--- src/rtl/ifid_buffer.sv ---
// Fetch-to-decode instruction buffer: DEPTH-entry FIFO of {instr, pcplus4} with flush and full-stall.
// Optional perf counters (bubbleCount, fullCount) are enabled by defining IFID_PERF_EN.
module ifid_buffer #(
    parameter int unsigned DEPTH = 2,
    parameter logic [31:0] NOP   = 32'h0000_0000
) (
    input  logic        clk,
    input  logic        reset,
    input  logic [31:0] instrF,
    input  logic [31:0] pcplus4F,
    input  logic        fetchValid,
    input  logic        stallD,
    input  logic        flushD,
    output logic        stallF,
    output logic [31:0] instrD,
    output logic [31:0] pcplus4D,
    output logic        validD
`ifdef IFID_PERF_EN
    ,
    output logic [31:0] bubbleCount,
    output logic [31:0] fullCount
`endif
);

    localparam int unsigned AW = $clog2(DEPTH);
    localparam int unsigned CW = $clog2(DEPTH + 1);

    logic [AW-1:0] wr_ptr_q, wr_ptr_d;
    logic [AW-1:0] rd_ptr_q, rd_ptr_d;
    logic [CW-1:0] count_q, count_d;
    logic [31:0]   instr_mem_q [DEPTH];
    logic [31:0]   pc_mem_q    [DEPTH];
    logic          enq, deq;

    // stallF depends on registered count only, so decode stalls never reach fetch combinationally
    assign stallF = (count_q == CW'(DEPTH));
    assign validD = (count_q != '0);
    assign enq    = fetchValid & ~stallF & ~flushD;
    assign deq    = validD & ~stallD & ~flushD;

    assign instrD   = validD ? instr_mem_q[rd_ptr_q] : NOP;
    assign pcplus4D = validD ? pc_mem_q[rd_ptr_q]    : '0;

    always_comb begin
        wr_ptr_d = wr_ptr_q;
        rd_ptr_d = rd_ptr_q;
        count_d  = count_q;
        if (flushD) begin
            wr_ptr_d = '0;
            rd_ptr_d = '0;
            count_d  = '0;
        end else begin
            if (enq) wr_ptr_d = wr_ptr_q + AW'(1);
            if (deq) rd_ptr_d = rd_ptr_q + AW'(1);
            case ({enq, deq})
                2'b10:   count_d = count_q + CW'(1);
                2'b01:   count_d = count_q - CW'(1);
                default: count_d = count_q;
            endcase
        end
    end

    always_ff @(posedge clk) begin
        if (!reset) begin
            wr_ptr_q <= '0;
            rd_ptr_q <= '0;
            count_q  <= '0;
        end else begin
            wr_ptr_q <= wr_ptr_d;
            rd_ptr_q <= rd_ptr_d;
            count_q  <= count_d;
        end
    end

    // Entry storage needs no reset; validity is tracked by count_q alone
    always_ff @(posedge clk) begin
        if (enq) begin
            instr_mem_q[wr_ptr_q] <= instrF;
            pc_mem_q[wr_ptr_q]    <= pcplus4F;
        end
    end

`ifdef IFID_PERF_EN
    logic [31:0] bubble_q, full_q;

    always_ff @(posedge clk) begin
        if (!reset) begin
            bubble_q <= '0;
            full_q   <= '0;
        end else begin
            if (!validD && bubble_q != '1) bubble_q <= bubble_q + 32'd1;
            if (stallF && full_q != '1)    full_q   <= full_q + 32'd1;
        end
    end

    assign bubbleCount = bubble_q;
    assign fullCount   = full_q;
`endif

endmodule

--- config.mk ---
export PLATFORM = sky130hd
export DESIGN_NAME = ifid_buffer
export DESIGN_NICKNAME = d
export VERILOG_FILES = /design/src/rtl/ifid_buffer.sv
export SDC_FILE = /design/constraint.sdc
export NUM_CORES = 1
export LEC_CHECK = 0
export BUFFER_PORTS_ARGS = -buffer_cell sky130_fd_sc_hd__buf_2
export CAP_MARGIN = 20
export CORE_MARGIN = 2
export CORE_UTILIZATION = 34
export CTS_BUF_LIST = sky130_fd_sc_hd__clkbuf_16
export DETAILED_ROUTE_END_ITERATION = 16
export HOLD_SLACK_MARGIN = 0.02
export SLEW_MARGIN = 20
export SYNTH_ARGS = -nofsm -noshare
export SYNTH_HDL_FRONTEND = slang
export SYNTH_SLANG_ARGS = --single-unit
--- constraint.sdc ---
create_clock -name clk -period 4.59 [get_ports clk]
set_clock_uncertainty 0.1 [all_clocks]
set_input_delay 0.918 -clock clk [delete_from_list [all_inputs] [get_ports clk]]
set_output_delay 0.918 -clock clk [all_outputs]
set_load 0.05 [all_outputs]
======== Yosys cells after proc, flatten, opt, wreduce, memory -nomap -nowiden ========
Memories as Yosys holds them, arrays and structs flattened. A register that Yosys moved wholly into a read port is not among the register bits.
Index checks and enable logic that the tools add are counted.
word-level totals
  output and inout port bits .............. 66
  memories ................................ 2
  memory bits (writable) .................. 128
  bits in registers ....................... 4
  logic and storage cells ................. 32
cells by class
  reduce and logical (&&, ||, !) cells .... 3
  add/subtract/negate cells ............... 4
  eq/ne operators ......................... 3
  mux-type cells .......................... 9
  bitwise gates (word level) .............. 8
memory list
  memory       words  width  rd ports  clocked after memory_dff  write ports  line  RTL
  instr_mem_q  2      32     1         1                         1            31    logic [31:0] instr_mem_q [DEPTH];
  pc_mem_q     2      32     1         1                         1            32    logic [31:0] pc_mem_q [DEPTH];
operators by type and width
  operator             count
  $mux 32              2
  $mux 1               6
  $and 1x1->1          4
  $eq 2x2->1 const B   2
  $not 1->1            4
  $pmux 2 s2           1
  $reduce_bool 2->1    2
  $add 1x1->1 const B  2
  $add 2x1->2 const B  1
  $eq 2x1->1 const B   1
  $reduce_or 2->1      1
  $sub 2x1->2 const B  1

======== Longest topological paths before layout ========
Gate-level depths: netlist of run 1.
  word-level depth ........................ 6
  gate-level depth with buffers ........... 7
  depth with buffers taken out ............ 6

======== Worst setup path before layout of run 1 ========
OpenSTA, ideal clock, no wires.
  path type ............................... input -> register
  start ................................... input port flushD
  end ..................................... memory instr_mem_q[0][0], enable pin
  arrival time ............................ 3772 ps
  library setup time ...................... 486 ps
  required time ........................... 4004 ps
  stages on the path ...................... 3
  slack ................................... 231 ps
  path through ............................ inv_1 nand3_1 nor2_1
between the ends
  cells in the longest elaborated chain, start to end .. 4
ends and longest elaborated chain
  element                       line  RTL
  start: declaration            13    input logic flushD,
  $not 1->1                     38    assign enq = fetchValid & ~stallF & ~flushD;
  $and 1x1->1                   38
  $mux 1                        77    if (enq) begin
  $mux 1 (implied by the code)  78    instr_mem_q[wr_ptr_q] <= instrF;
  end: declaration              31
No other way between the ends.

======== Worst setup path in the final report of run 1 ========
  start ................................... register count_q[1]
  end ..................................... output port instrD[14]
between the ends
  cells in the longest elaborated chain, start to end .. 2
ends and longest elaborated chain
  element                   line  RTL
  start: declaration        30    logic [CW-1:0] count_q, count_d;
  start signal: assignment  71    count_q <= count_d;
  $reduce_bool 2->1         37    assign validD = (count_q != '0);
  $mux 32                   41    assign instrD = validD ? instr_mem_q[rd_ptr_q] : NOP;
  end: declaration          15    output logic [31:0] instrD,
No other way between the ends.

==> results.md, run 1 <==
- Status: finished clean
- First-pass GRT wire length: 15300 microns
- GPL Wtd Cong: 0.717
- Fillers: 1343
- Share of post-route cells with drive strength above 1: 36.4%
- Max-slew violations: 0
- Routed wire length per instance: 15.0 microns
- Crit path capture type: output pin
- Clock Power Share: 42.4%
- Max cap viols: 0
- Worst-path clk slew: 50 ps
- Setup CP Type: flip-flop to output pin
- Met3 Wirelength: 637 microns
- Max VDD drop: 0.230 mV
- Gr usage total: 12.8%
- Post-synth top area cell: edfxtp_1
- NetSw: 0.000576 W
- Core box area: 14500 sq um
- Synth warn: 0
- P per Cell Area: 421 nW/um^2
- Grt ovf: 0
- Synth area leaders: edfxtp_1, mux2i_1, nor2_1, dfxtp_1, buf_4
- Initial Utilization: 34.7%
- Fin area: 6450 sq um
- Highest Clock Rate: 301 MHz
- Die height: 126 microns
- Htree depth: 4
- DP Area: 5950 sq um
- Combinational power share: 6.7%
- Final routed DRC violation total: 0
- Number of inserted diodes: 0
- Switching share of power: 21.2%
- Met2 WL post-DR: 4810 microns
- Detailed Place HPWL: 6130 microns
- Mapped Cells: 300
- CP Max Fanout: 37
- Die W: 126 microns
- Tot Pwr: 0.00271 W
- # clock sinks: 133
- Routed Antenna Nets: 0
- Final #Nets: 514
- Routed via count: 2939
- Sequential-to-total area share from yosys stat: 78.2%
- Hold Fails Final Rpt: 0
- Worst slew margin: 39.4%
- Area Growth Syn to Fin: 27.9%
- Seq pwr share: 50.9%
- Setup Total Neg Slack: 0 ps
- Required time of the critical path: 3570 ps
- RSZ-0062 raised after global routing: false
- Final Setup Violations: 0
- I/O pin count: 135
- Crit share post-route: 72.4%
- CTS Buf Count: 17
- Core Rows: 44
- Post-CTS Repair Setup Buffers: 0
- Crit path arrival time: 2310 ps
- Synth Area per Inst: 16.8 sq um
- Int Pwr: 0.00214 W
- Worst-Skew Late Latency: 400 ps
- Crit path launch type: flip-flop
- Synth top area share: 76.2%
- CTS tree: yes
- Detailed Route Iter0 Violations: 133
- Wire length on met1: 3920 microns
- # hold bufs at CTS: 0
- Initial antenna violation count: 0
- Hold Crit Class: flip-flop to flip-flop
- Drt pass-1 iters: 6
- Cell area after synthesis: 5040 sq um
- Root Buffer: clkbuf_16
- DIE AREA: 15800 sq um
- Post-synthesis register bit count: 133
- Library cells used by synthesis: 19
- IO buf count: 134
- Via-to-Cell Ratio: 4.61
- Cts repair resizes: 0
- Top sig layer: met4
- Vias in the first global route: 3088
- Least-Margin Pin Slew: 907 ps
- Max clock buf depth: 2
- Tmin final: 3320 ps
- Final wirelength: 9570 microns
- Leak Pwr: 2.41 nW
- Largest net degree at the start of global routing: 40
- Net count after synthesis: 370
==> cell type report <==
type | instances | area, sq um | share of cell area, %
clock buffers | 17 | 425 | 6.60
repair buffers | 139 | 733 | 11.4
multi-input cells | 149 | 1020 | 15.9
inverters | 4 | 15.0 | 0.233
clock inverters | 11 | 75.1 | 1.16
flip-flops and latches | 133 | 3950 | 61.2
well taps | 184 | 230 | 3.57
==> logic make-up (layout without fill, tap and decap cells) <==
group,count (synthesis),in the layout,share of synthesized area [%]
flip-flops,133,133,78.2
buffers and inverters,18,171,1.98
XOR/XNOR,2,2,0.347
adder cells (fa/ha/maj),1,1,0.248
AO/OA/AOI/OAI,7,7,0.744
AND/OR/NAND/NOR,75,75,5.80
multiplexers,64,64,12.7
==> cell usage after synthesis, drive strengths merged <==
master / number
nor3: 1
ha: 1
edfxtp: 128
dfxtp: 5
or3: 2
clkbuf: 2
o21ai: 2
inv: 4
nor2: 68
a21oi: 4
nand3: 2
nand2b: 1
mux2i: 64
xor2: 1
xnor2: 1
buf: 12
a21o: 1
nand2: 1
==> power by group through the flow <==
stage	logic, W	clock network (W)	registers, W
after floorplan	0.000114	0	0.00141
after global placement	0.000179	0	0.00141
after detailed placement	0.000186	0	0.00141
after CTS	0.000186	0.00119	0.00138
after global routing	0.000197	0.00124	0.00138
final	0.000183	0.00115	0.00138
==> sequential cells by signal (all words and copies together), names as in the netlist, named ones only <==
signal and flops:
instr_mem_q 64, pc_mem_q 64, rd_ptr_q 1, count_q 2, wr_ptr_q 1
==> worst paths after layout <==
kind               from  slack, ps  depth (start not counted)    endpoint
max          count_q[1]       1270                          4  instrD[14]
min            rd_ptr_q        400                          2   flip-flop
max reg2reg  count_q[1]       1920                          6  count_q[1]
min reg2reg    rd_ptr_q        400                          2   flip-flop
==> worst max-delay path, cell delays in order (launching register included) <==
cell	delay, ps
dfxtp_1	350
nor2_4	720
buf_4	480
nor2_1	110
buf_2	230
==> per-stage QoR <==
step	std cells	setup WS, ps	util, %	hold slack [ps]
final	637	1270	44.4	399
after global placement	608	1700	40.8	386
after detailed placement	609	1640	40.9	391
after global routing	637	1060	44.4	425
after floorplan	300	231	-	372
after CTS	637	1190	44.4	399
==> per-layer routing <==
metal  vias to the layer above  global-route usage (%)
li1                       1393                       -
met3                        22                    4.80
met2                       100                    21.5
met4                         0                    5.88
met5                         -                       0
met1                      1424                    14.4
==> layout by cell type, fill, tap and decap left out, drive strengths merged, types with 2 or more instances in the layout <==
| master | Yosys | routed |
|---|---|---|
| or3 | 2 | 2 |
| o21ai | 2 | 2 |
| clkbuf | 2 | 17 |
| buf | 12 | 139 |
| nand3 | 2 | 2 |
| clkinv | 0 | 6 |
| nor2 | 68 | 68 |
| mux2i | 64 | 64 |
| inv | 4 | 7 |
| a21oi | 4 | 4 |
| dfxtp | 5 | 5 |
| edfxtp | 128 | 128 |
Note: power is estimated with default switching activity, not from simulation.
==> run 2, diff against run 1 <==
==> constraint.sdc (replaced) <==
create_clock -name clk -period 3.2 [get_ports clk]
set_clock_uncertainty 0.1 [all_clocks]
set_input_delay 0.64 -clock clk [delete_from_list [all_inputs] [get_ports clk]]
set_output_delay 0.64 -clock clk [all_outputs]
set_load 0.05 [all_outputs]
==> run 2 against run 1 <==
  * Utilization up 1.2 points
  * Non-clock buffer count grew 1
  * Critical path depth unchanged
  * Hold slack worse by 86 ps
  * Sequential cell count is the same
  * Clock power increased by 87%
  * Critical path type unchanged
  * Largest power group is now the clock network
==> results.md, run 2 (synthesis results as in run 1) <==
- Cts repair resizes: 0 (unchanged)
- Most frequent cells in the layout: buf_2, edfxtp_1, nor2_1
- Worst-Skew Late Latency: 410 ps (about the same)
- Max VDD drop: 0.337 mV (+46%)
- CP Max Fanout: 29 (-22%)
- Clock Power Share: 48.9% (+6.5 points)
- Reg2Reg Capture Point: count_q[1]
- Reg2Reg Depth: 6 (unchanged)
- Max clock buf depth: 2 (unchanged)
- NetSw: 0.000892 W (+55%)
- Int Pwr: 0.00350 W (+63%)
- Share of post-route cells with drive strength above 1: 37.8% (+1.3 points)
- Commonest non-fill, non-tap cell in the layout: buf_2
- Highest Clock Rate: 376 MHz
- Post-CTS Repair Setup Buffers: 0 (unchanged)
- Least-Margin Pin Slew: 490 ps (-417 ps)
- Leak Pwr: 2.48 nW (+2.9%)
- Initial Utilization: 34.7% (unchanged)
- Met3 GRT Util: 4.59% (-0.21 points)
- Final #Nets: 515 (+0.19%)
- CTS Buf Count: 17 (unchanged)
- Fin area: 6630 sq um (+2.8%)
- Core box area: 14500 sq um (unchanged)
- IO buf count: 134 (unchanged)
- Final wirelength: 9220 microns (-3.7%)
- Biggest regs: instr_mem_q: 64 flops, pc_mem_q: 64 flops, count_q: 2 flops
- Combinational power share: 5.9% (-0.8 points)
- Die height: 126 microns (unchanged)
- Htree depth: 4 (unchanged)
- Hold path depth: 1 (-1)
- Switching share of power: 20.3% (-0.88 points)
- Max cap viols: 0 (unchanged)
- R2R setup slack: 1090 ps (-830 ps)
- Hold EP: instr_mem_q[0][22]
- GRT busiest layer: met2
- Final Setup Violations: 0 (unchanged)
- Setup Total Neg Slack: 0 ps (unchanged)
- Core Rows: 44 (unchanged)
- Hold Fails Final Rpt: 0 (unchanged)
- Initial antenna violation count: 0 (unchanged)
- Routed wire length per instance: 14.4 microns (-4.5%)
- P per Cell Area: 662 nW/um^2 (+57%)
- Detailed Route Iter0 Violations: 145 (+9.0%)
- Worst-path clk slew: 60 ps (about the same)
- Tmin final: 2660 ps
- Drt pass-1 iters: 4 (-2)
- I/O pin count: 135 (unchanged)
- Hold Crit Class: input port to flip-flop
- Largest net degree at the start of global routing: 65 (+63%)
- Crit path capture type: output pin
- Status: finished clean
- Reg-to-reg startpoint: count_q[1]
- DP Area: 5970 sq um (+0.34%)
- Fillers: 1305 (-2.8%)
- Area Growth Syn to Fin: 31.4%
- Post-layout util: 45.6% (+1.2 points)
- Die W: 126 microns (unchanged)
- Via-to-Cell Ratio: 4.52 (-2.0%)
- Max-slew violations: 0 (unchanged)
- Required time of the critical path: 2460 ps (-1110 ps)
- RSZ-0062 raised after global routing: false
- M1 GR Usage: 13.7% (-0.77 points)
- CTS tree: yes
- Worst slew margin: 67.3% (+28 points)
- Vias in the first global route: 2893 (-6.3%)
- Final routed DRC violation total: 0 (unchanged)
- Seq pwr share: 45.1% (-5.8 points)
- Crit path launch type: flip-flop
- GPL Wtd Cong: 0.733 (+2.3%)
- Root Buffer: clkbuf_16
- Met2 usage: 20.0% (-1.5 points)
- Crit share post-route: 83.1%
- Routed Antenna Nets: 0 (unchanged)
- Gr usage total: 12.0% (-0.76 points)
- Setup CP Type: flip-flop to output pin
- Grt ovf: 0 (unchanged)
- # clock sinks: 133 (unchanged)
- Worst hold start: instrF[22]
- DIE AREA: 15800 sq um (unchanged)
- # hold bufs at CTS: 0 (unchanged)
- Routed via count: 2902 (-1.3%)
- Detailed Place HPWL: 5880 microns (-4.2%)
- First-pass GRT wire length: 14400 microns (-5.5%)
- Number of inserted diodes: 0 (unchanged)
- Crit path arrival time: 1920 ps (-390 ps)
[run 2: worst max path at each step]
stage,from,end,slack (ps)
2_1_floorplan,flushD,instr_mem_q[0][0],-880
3_3_place_gp,flip-flop,instrD[14],930
3_5_place_dp,flip-flop,instrD[14],920
4_1_cts,flip-flop,instrD[14],470
5_1_grt,flip-flop,instrD[13],400
6_report,flip-flop,instrD[30],540
[run 2: layout make-up]
| type | count | area, sq um | share of cell area, % |
|---|---|---|---|
| Sequential cell | 133 | 3950 | 59.5 |
| Timing Repair Buffer | 140 | 753 | 11.4 |
| Clock inverter | 15 | 236 | 3.57 |
| Clock buffer | 17 | 425 | 6.42 |
| Tap cell | 184 | 230 | 3.47 |
| Inverter | 4 | 15.0 | 0.226 |
| Multi-Input combinational cell | 149 | 1020 | 15.4 |
[run 2: per-layer routing]
| metal | vias up | part of all wire, % |
|---|---|---|
| met1 | 1392 | 41 |
| met2 | 94 | 50 |
| li1 | 1401 | - |
| met5 | - | 0 |
| met4 | 0 | 2.1 |
| met3 | 15 | 6.6 |
[run 2: power by group through the flow]
stage | logic (W) | registers [W] | clock network (W)
6_report | 0.000261 | 0.00198 | 0.00215
5_1_grt | 0.000282 | 0.00198 | 0.00226
4_1_cts | 0.000266 | 0.00198 | 0.00220
3_5_place_dp | 0.000265 | 0.00202 | 0
3_3_place_gp | 0.000261 | 0.00201 | 0
2_1_floorplan | 0.000163 | 0.00202 | 0
[run 2: stage by stage]
step	std cells	hold slack (ps)	total power, W	setup slack [ps]
6_report	642	313	0.00439	540
4_1_cts	642	289	0.00444	470
5_1_grt	642	291	0.00453	405
3_5_place_dp	610	397	0.00228	920
3_3_place_gp	610	394	0.00228	928
2_1_floorplan	300	372	0.00218	-881
[run 2: critical path, stage by stage (launching register included)]
cell     delay (ps)
dfxtp_4         640
buf_12          280
mux2i_1         250
nor2_1           50
buf_2           220
